[src/rtl/burst_spram_pkg.sv]
// Shared types and helpers for burst_spram: FSM state encoding and the even-parity function.
package burst_spram_pkg;

  typedef enum logic [1:0] {
    IDLE  = 2'd0,
    BURST = 2'd1,
    DRAIN = 2'd2
  } state_t;

  localparam int PAR_MAX_W = 64;

  // Even parity: the returned bit makes the total count of ones (data + bit) even.
  function automatic logic parity_f(input logic [PAR_MAX_W-1:0] d);
    return ^d;
  endfunction

endpackage

[src/rtl/burst_spram_core.sv]
// spram_core: word array with one synchronous write/read port; read data registered (1 cycle).
// With BURST_SPRAM_PARITY_EN each word carries an even-parity bit and perr_o flags a mismatch.
module spram_core
  import burst_spram_pkg::*;
#(
  parameter int DATA_WIDTH = 8,
  parameter int ADDR_WIDTH = 8,
  parameter int RAM_DEPTH  = 1 << ADDR_WIDTH
) (
  input  logic                  clk_i,
  input  logic                  we_i,
  input  logic                  re_i,
  input  logic [ADDR_WIDTH-1:0] addr_i,
  input  logic [DATA_WIDTH-1:0] wdat_i,
  output logic [DATA_WIDTH-1:0] rdat_o,
  output logic                  perr_o
);

`ifdef BURST_SPRAM_PARITY_EN
  localparam int MW = DATA_WIDTH + 1;
`else
  localparam int MW = DATA_WIDTH;
`endif

  logic [MW-1:0] mem_q [RAM_DEPTH];
  logic [MW-1:0] word_q;
  logic [MW-1:0] wword;

`ifdef BURST_SPRAM_PARITY_EN
  assign wword  = {parity_f(PAR_MAX_W'(wdat_i)), wdat_i};
  assign perr_o = ^word_q;
`else
  assign wword  = wdat_i;
  assign perr_o = 1'b0;
`endif

  assign rdat_o = word_q[DATA_WIDTH-1:0];

  // Contents are intentionally not reset.
  always_ff @(posedge clk_i) begin
    if (we_i) mem_q[addr_i] <= wword;
    if (re_i) word_q <= mem_q[addr_i];
  end

endmodule

[src/rtl/burst_spram.sv]
// Single-port RAM with single accesses and valid/ready burst reads; read latency 1 cycle.
// Output word held until rd_valid&&rd_ready; optional parity via BURST_SPRAM_PARITY_EN.
module burst_spram
  import burst_spram_pkg::*;
#(
  parameter int DATA_WIDTH = 8,
  parameter int ADDR_WIDTH = 8,
  parameter int RAM_DEPTH  = 1 << ADDR_WIDTH,
  parameter int LEN_WIDTH  = 8
) (
  input  logic                  clk,
  input  logic                  rst_n,
  input  logic                  cs,
  input  logic                  we,
  input  logic                  oe,
  input  logic [ADDR_WIDTH-1:0] address,
  input  logic [DATA_WIDTH-1:0] data_in,
  input  logic                  burst_start,
  input  logic [ADDR_WIDTH-1:0] burst_addr,
  input  logic [LEN_WIDTH-1:0]  burst_len,
  input  logic                  rd_ready,
  output logic                  rd_valid,
  output logic [DATA_WIDTH-1:0] data_out,
  output logic                  burst_busy,
  output logic                  burst_done,
  output logic                  parity_err
);

  state_t                state_q, state_d;
  logic                  rd_valid_q, rd_valid_d;
  logic                  done_q, done_d;
  logic [ADDR_WIDTH-1:0] addr_q, addr_d;
  logic [LEN_WIDTH-1:0]  cnt_q, cnt_d;
  logic [LEN_WIDTH-1:0]  len_q, len_d;

  logic                  mem_we, mem_re;
  logic [ADDR_WIDTH-1:0] mem_addr;
  logic [DATA_WIDTH-1:0] mem_rdat;
  logic                  mem_perr;
  logic                  hs, can_load;

  function automatic logic [ADDR_WIDTH-1:0] next_addr(input logic [ADDR_WIDTH-1:0] a);
    return (a == ADDR_WIDTH'(RAM_DEPTH - 1)) ? '0 : a + ADDR_WIDTH'(1);
  endfunction

  assign hs       = rd_valid_q & rd_ready;
  assign can_load = ~rd_valid_q | rd_ready;

  always_comb begin
    state_d    = state_q;
    rd_valid_d = rd_valid_q & ~hs;
    done_d     = 1'b0;
    addr_d     = addr_q;
    cnt_d      = cnt_q;
    len_d      = len_q;
    mem_we     = 1'b0;
    mem_re     = 1'b0;
    mem_addr   = address;
    unique case (state_q)
      IDLE: begin
        if (burst_start) begin
          if (burst_len == '0) begin
            done_d = 1'b1;
          end else if (can_load) begin
            // A pending unconsumed single-read word must not be overwritten.
            mem_re     = 1'b1;
            mem_addr   = burst_addr;
            rd_valid_d = 1'b1;
            addr_d     = next_addr(burst_addr);
            cnt_d      = LEN_WIDTH'(1);
            len_d      = burst_len;
            state_d    = (burst_len == LEN_WIDTH'(1)) ? DRAIN : BURST;
          end
        end else if (cs && we) begin
          mem_we = 1'b1;
        end else if (cs && oe && can_load) begin
          mem_re     = 1'b1;
          rd_valid_d = 1'b1;
        end
      end
      BURST: begin
        if (hs) begin
          mem_re     = 1'b1;
          mem_addr   = addr_q;
          rd_valid_d = 1'b1;
          addr_d     = next_addr(addr_q);
          cnt_d      = cnt_q + LEN_WIDTH'(1);
          if (cnt_q + LEN_WIDTH'(1) == len_q) state_d = DRAIN;
        end
      end
      DRAIN: begin
        if (hs) begin
          done_d  = 1'b1;
          state_d = IDLE;
        end
      end
      default: state_d = IDLE;
    endcase
  end

  always_ff @(posedge clk) begin
    if (!rst_n) begin
      state_q    <= IDLE;
      rd_valid_q <= 1'b0;
      done_q     <= 1'b0;
      addr_q     <= '0;
      cnt_q      <= '0;
      len_q      <= '0;
    end else begin
      state_q    <= state_d;
      rd_valid_q <= rd_valid_d;
      done_q     <= done_d;
      addr_q     <= addr_d;
      cnt_q      <= cnt_d;
      len_q      <= len_d;
    end
  end

  spram_core #(
    .DATA_WIDTH(DATA_WIDTH),
    .ADDR_WIDTH(ADDR_WIDTH),
    .RAM_DEPTH (RAM_DEPTH)
  ) u_core (
    .clk_i (clk),
    .we_i  (mem_we),
    .re_i  (mem_re),
    .addr_i(mem_addr),
    .wdat_i(data_in),
    .rdat_o(mem_rdat),
    .perr_o(mem_perr)
  );

  assign rd_valid   = rd_valid_q;
  assign data_out   = rd_valid_q ? mem_rdat : '0;
  assign burst_busy = (state_q != IDLE);
  assign burst_done = done_q;
  assign parity_err = rd_valid_q & mem_perr;

endmodule
[config.mk]
export PLATFORM = sky130hd
export DESIGN_NAME = burst_spram
export DESIGN_NICKNAME = d
export VERILOG_FILES = /design/src/rtl/burst_spram_pkg.sv /design/src/rtl/burst_spram_core.sv /design/src/rtl/burst_spram.sv
export SDC_FILE = /design/constraint.sdc
export NUM_CORES = 2
export LEC_CHECK = 0
export ABC_AREA = 0
export ABC_CLOCK_PERIOD_IN_PS = 5000
export CAP_MARGIN = 20
export CORE_ASPECT_RATIO = 0.8
export CORE_MARGIN = 2
export CORE_UTILIZATION = 60
export DETAILED_ROUTE_END_ITERATION = 7
export MAX_ROUTING_LAYER = met4
export PLACE_DENSITY = 0.76
export RECOVER_POWER = 100
export SLEW_MARGIN = 15
export SYNTH_ARGS = -nofsm -noshare
export SYNTH_HDL_FRONTEND = slang
export SYNTH_SLANG_ARGS = --single-unit
[constraint.sdc]
create_clock -name clk -period 5 [get_ports clk]
set_input_delay 0.75 -clock clk [delete_from_list [all_inputs] [get_ports clk]]
set_output_delay 0.75 -clock clk [all_outputs]
set_load 0.01 [all_outputs]
Word level (Yosys, flattened, before mapping)
Memory sizes are Yosys's and may differ from the RTL's. A register that Yosys moved wholly into a read port is not among the register bits.
Cells that the tools add are included.
{"block": "classes", "add_sub_neg": 3, "eq_ne": 12, "mux": 48, "bitwise_logic": 6, "reduce_logical": 10}
{"op": "$mux W8", "count": 15}
{"op": "$pmux W8 S2", "count": 3}
{"op": "$add A8 B1 Y8 const B", "count": 3}
{"op": "$mux W1", "count": 19}
{"op": "$eq A8 B8 Y1 const B", "count": 2}
{"op": "$mux W2", "count": 7}
{"op": "$ne A2 B2 Y1 const B", "count": 6}
{"op": "$eq A8 B1 Y1 const B", "count": 1}
{"op": "$eq A8 B8 Y1", "count": 1}
{"op": "$logic_not A8 Y1", "count": 1}
{"op": "$pmux W1 S2", "count": 3}
{"op": "$pmux W2 S3", "count": 1}
{"op": "$reduce_and A6 Y1", "count": 1}
{"op": "$reduce_and A5 Y1", "count": 1}
{"op": "$reduce_and A4 Y1", "count": 1}
{"op": "$reduce_bool A2 Y1", "count": 2}
{"op": "$logic_and A1 B1 Y1", "count": 3}
{"op": "$not A1 Y1", "count": 3}
{"op": "$and A1 B1 Y1", "count": 2}
{"op": "$eq A2 B1 Y1 const B", "count": 1}
{"op": "$eq A2 B2 Y1 const B", "count": 1}
{"op": "$logic_not A2 Y1", "count": 1}
{"op": "$or A1 B1 Y1", "count": 1}
{"block": "totals", "regBits": 28, "ram_bits": 2048, "input_bits": 39, "output_inout_bits": 12, "mem_count": 1}
{"memory": "u_core.mem_q", "depth": 256, "word_bits": 8, "read_ports": 1, "rd_clocked_by_memory_dff": 1, "wr": 1, "line": "burst_spram_core.sv:25", "text": "logic [MW-1:0] mem_q [RAM_DEPTH];"}

Depth between registers and ports, before layout
{"block": "depth", "word_depth": 7, "mapped_depth": 17, "ltp_nobuf": 10}

Modules after synthesis
From an unflattened synthesis, not the netlist that was laid out.
{"block": "unflattened", "hier_cells": 3846, "hier_area_um2": 80758.7}
{"mod": "spram_core", "instances": 1, "cells_each": 3549, "area_each_um2": 78584.1, "seq_area_each_um2": 61739.2}
{"mod": "burst_spram", "instances": 1, "cells_each": 297, "area_each_um2": 2174.6, "seq_area_each_um2": 560.5}

Worst setup path before layout
No wires, ideal clock.
{"block": "synth_path", "path_kind": "input to register", "start": "input port burst_len[7]", "end": "memory u_core.mem_q[117][0] (netlist bit), enable pin", "setup_time_ps": 370, "arrival_ps": 3555, "path_slack_ps": 1075, "stages": 11, "cell_sequence": "or4_4 -> o21a_4 -> a32o_2 -> or2_4 -> buf_6 -> buf_2 -> buf_1 -> nor3_1 -> nand2_1 -> clkbuf_1 -> nor2_1"}
{"block": "synth_between", "elab_chain_len": 4}
{"element": "start, declared", "line": "burst_spram.sv:20", "text": "input logic [LEN_WIDTH-1:0] burst_len,"}
{"element": "$logic_not A8 Y1", "line": "burst_spram.sv:62", "text": "if (burst_len == '0) begin"}
{"element": "$mux W8", "line": "burst_spram.sv:62"}
{"element": "$mux W8", "line": "burst_spram.sv:61", "text": "if (burst_start) begin"}
{"element": "$pmux W8 S2", "line": "burst_spram.sv:59", "text": "unique case (state_q)"}
{"element": "end, declared", "line": "burst_spram_core.sv:25"}
Every way passes these cells.

Worst setup path in the final report
{"block": "layout_path", "start": "input port burst_len[7]", "end": "memory u_core.mem_q[72][5] (netlist bit), enable pin"}
The elaborated chain is that of the path after synthesis.

==> flow_summary.json <==
{
  "synth_area_leader_cell": "edfxtp_1",
  "antenna_found_initial": 8,
  "clock_sinks": 2084,
  "final_common_cell": "edfxtp_1",
  "rrSetupSlack_ns": 0.21,
  "io-pin-count": 51,
  "chipHeight_um": 337,
  "multi_input_area_um2": 19300,
  "hold_violations": 0,
  "synth_edf_count": 2056,
  "synth_flop_cell": "edfxtp_1",
  "gp_congestion": 0.980,
  "crit_family": "buffers and inverters",
  "die_x_um": 421,
  "syn2layout_area_growth_pct": 14.2,
  "ys_seq_elements": 2084,
  "grt_pass1_wl_um": 332000,
  "cp.arrival_ns": 5.41,
  "ys_types": 78,
  "synth.net_count": 5611,
  "htree_levels": 4,
  "ir_drop_v": 0.000481,
  "critPathMaxFanout": 16,
  "drv_slew": 1742,
  "ctsHoldBuffers": 0,
  "holdPathStages": 2,
  "grt_overflow_total": 0,
  "clockBufferDepth": 3,
  "finalSetupViolations": 0,
  "final_cell_area_um2": 95100,
  "status": "finished, violations left",
  "drtAntennaViolNets": 0,
  "critPathRequiredTime_ns": 5.47,
  "fp.dieArea_um2": 142000,
  "core_area_um2": 138000,
  "crit_type": "input pin to flop",
  "portBuffers": 49,
  "violations": "max-capacitance violations, max-slew violations",
  "cts_buffers": 190,
  "cts_resized": 0,
  "hp-start": "len_q[6]",
  "cp-end-kind": "flop",
  "finalCritPeriodShare_pct": 98.8,
  "grt_usage_pct": 33.0,
  "nNetsFinal": 6156,
  "final_cell_mix": "edfxtp_1, nand2_1, mux2i_1",
  "min_period_ns": 4.94,
  "yosysWarnings": 0,
  "insertion_delay_ns": 0.85,
  "cp_slowest_cell": "or4_1",
  "dp_hpwl_um": 142000,
  "seq_area_um2": 62300,
  "power.total_uw": 45300,
  "path_cells": "clkdlybuf4s50_1 -> or4_1 -> o21a_4 -> a32oi_1 -> and2_0 -> nand2_4 -> clkbuf_1 -> nor2_1 -> buf_4 -> nand2_1 -> clkbuf_2 -> nor2_1 -> clkbuf_1",
  "wl_per_cell_um": 28.0,
  "drc_errors": 0,
  "viasPerCell": 6.52,
  "synthTopCellsByArea": "edfxtp_1, mux2i_1, nand2_1",
  "drive_above_1_share_pct": 11.2,
  "rows": 122,
  "grt_max_degree": 136,
  "drt_wl_total_um": 228000,
  "path_clk_slew_ns": 0.06,
  "syn_inst": 5569,
  "hp-class": "flop to flop",
  "finalClockSkew_ns": 0.0432,
  "cts-root-buf": "clkbuf_16",
  "worstHoldEndpoint": "len_q[6]",
  "drtIter0Drc": 8497,
  "start_util_pct": 60.3,
  "power_density_nw_per_um2": 477,
  "netlist_area_um2": 83300,
  "syn_area_per_cell_um2": 15.0,
  "r2r-end": "u_core.rdat_o[7]",
  "n_fill_cell": 9145,
  "cap_viol_max_count": 26,
  "slowest_delay_ns": 0.65,
  "seq_area_frac_synth_pct": 74.8,
  "drt_pass1_iterations": 8,
  "worst_pin_slew_ns": 4.94,
  "dpl_cell_area_um2": 90500,
  "r2r_cells": 12,
  "grt_pass1_vias": 50920,
  "cts_setup_buffers": 0,
  "async_flop_share_pct": 0,
  "slew_headroom_pct": -229,
  "reg2reg_from": "state_q[1]",
  "tritoncts": "yes",
  "rsz0062_at_grt": "no",
  "critPathLaunchType": "input pin",
  "synth_top_cell_area_share_pct": 74.1,
  "max_freq_ghz": 0.203,
  "crit_buf_inv": 5,
  "vias": 52994,
  "p_leak_uw": 0.0326
}
[worst register-to-register path, cell delays in order, from the launching register on]
cell	delay, ns
dfxtp_1	0.40
nor2_1	0.33
nand2_1	0.32
o21ai_1	0.54
o211ai_1	0.24
buf_4	0.32
a211oi_1	0.39
buf_4	0.19
a211o_1	0.14
nand3b_1	0.13
o31ai_1	0.19
o41ai_1	1.12
nand4_1	0.18
[sequential cells by signal, summed over array words and instances (netlist names)]
register / cells
rd_valid: 1
burst_done: 1
addr_q: 8
cnt_q: 8
len_q: 8
state_q: 2
u_core.mem_q: 2048
u_core.rdat_o: 8
[worst max-delay path by stage]
stage / end / cells past startpoint / startpoint
after floorplan: u_core.mem_q[117][0] / 11 / burst_len[7]
after global placement: u_core.rdat_o[5] / 13 / burst_len[0]
after detailed placement: u_core.rdat_o[7] / 13 / burst_len[7]
after CTS: u_core.rdat_o[7] / 12 / state_q[1]
after global routing: u_core.mem_q[177][0] / 10 / state_q[1]
final: u_core.mem_q[72][5] / 13 / burst_len[7]
[per-stage QoR]
| stage | utilization, % | TNS (ns) | std cells | hold slack [ns] | setup slack (ns) |
|---|---|---|---|---|---|
| floorplan | - | 0 | 5569 | 0.455 | 1.07 |
| global placement | 65.6 | -1.18 | 7781 | 0.474 | -0.350 |
| detailed placement | 65.6 | -1.45 | 7782 | 0.488 | -0.337 |
| CTS | 69.9 | 0 | 8125 | 0.394 | 0.424 |
| global route | 68.9 | 0 | 8130 | 0.507 | 0.0549 |
| finish | 68.9 | 0 | 8132 | 0.494 | 0.0622 |
[per-layer routing]
metal / vias up / share of wire (%) / wire, um / GRT usage (%)
met5: - / 0 / 0 / -
met4: 0 / 4.0 / 9180 / 12.5
met2: 3699 / 45 / 102000 / 47.7
li1: 22588 / - / - / -
met3: 545 / 13 / 30400 / 7.58
met1: 26162 / 38 / 86200 / 46.1
[synth_stat cells, types with 7 or more instances]
cell type	instances
nand3b_1	9
o22ai_1	185
a21oi_1	242
clkbuf_1	151
nor4_1	87
mux2i_1	580
a21boi_1	13
xnor2_1	8
xor2_1	10
a211o_1	39
a32oi_1	16
edfxtp_1	2056
a211oi_1	88
buf_6	7
buf_2	150
nor3_1	15
nand2_1	795
a221oi_1	43
o21ai_0	105
o31ai_1	26
o2111ai_1	17
o21ai_1	21
a41o_1	8
buf_1	19
nor2b_1	8
and3_1	109
nand3_1	147
a2111oi_0	11
o211a_1	7
a21boi_0	11
inv_1	8
nand4_1	25
a31oi_1	54
o41ai_1	8
a2111o_1	16
dfxtp_1	28
nor2_1	318
a22oi_1	8
buf_4	35
and2_1	15
[layout make-up]
class	count	area share (%)
Timing Repair Buffer	715	5.43
Clock inverter	118	1.04
Tap cell	1860	2.45
Antenna cell	7	0.0184
Sequential cell	2084	65.5
Multi-Input combinational cell	3115	20.3
Inverter	8	0.0316
Clock buffer	225	5.23
[report_power, final]
group	internal [uW]	total, uW	leakage, uW	switching [uW]
clock	7760	14100	0.00290	6360
combinational	4100	11700	0.0110	7630
sequential	19400	19500	0.0187	131
[kinds of logic (layout without fill, tap and decap cells)]
kind of cell	after synthesis	after routing	share of synthesized area, %
other cells	1	8	0.00450
flops	2084	2084	74.8
buf+inv	370	1066	2.11
compound gates	952	952	7.62
simple gates	1560	1560	8.23
mux	581	581	6.99
xor+xnor	18	18	0.189
fa+ha+maj	3	3	0.0451
(Power assumes the default switching activity.)
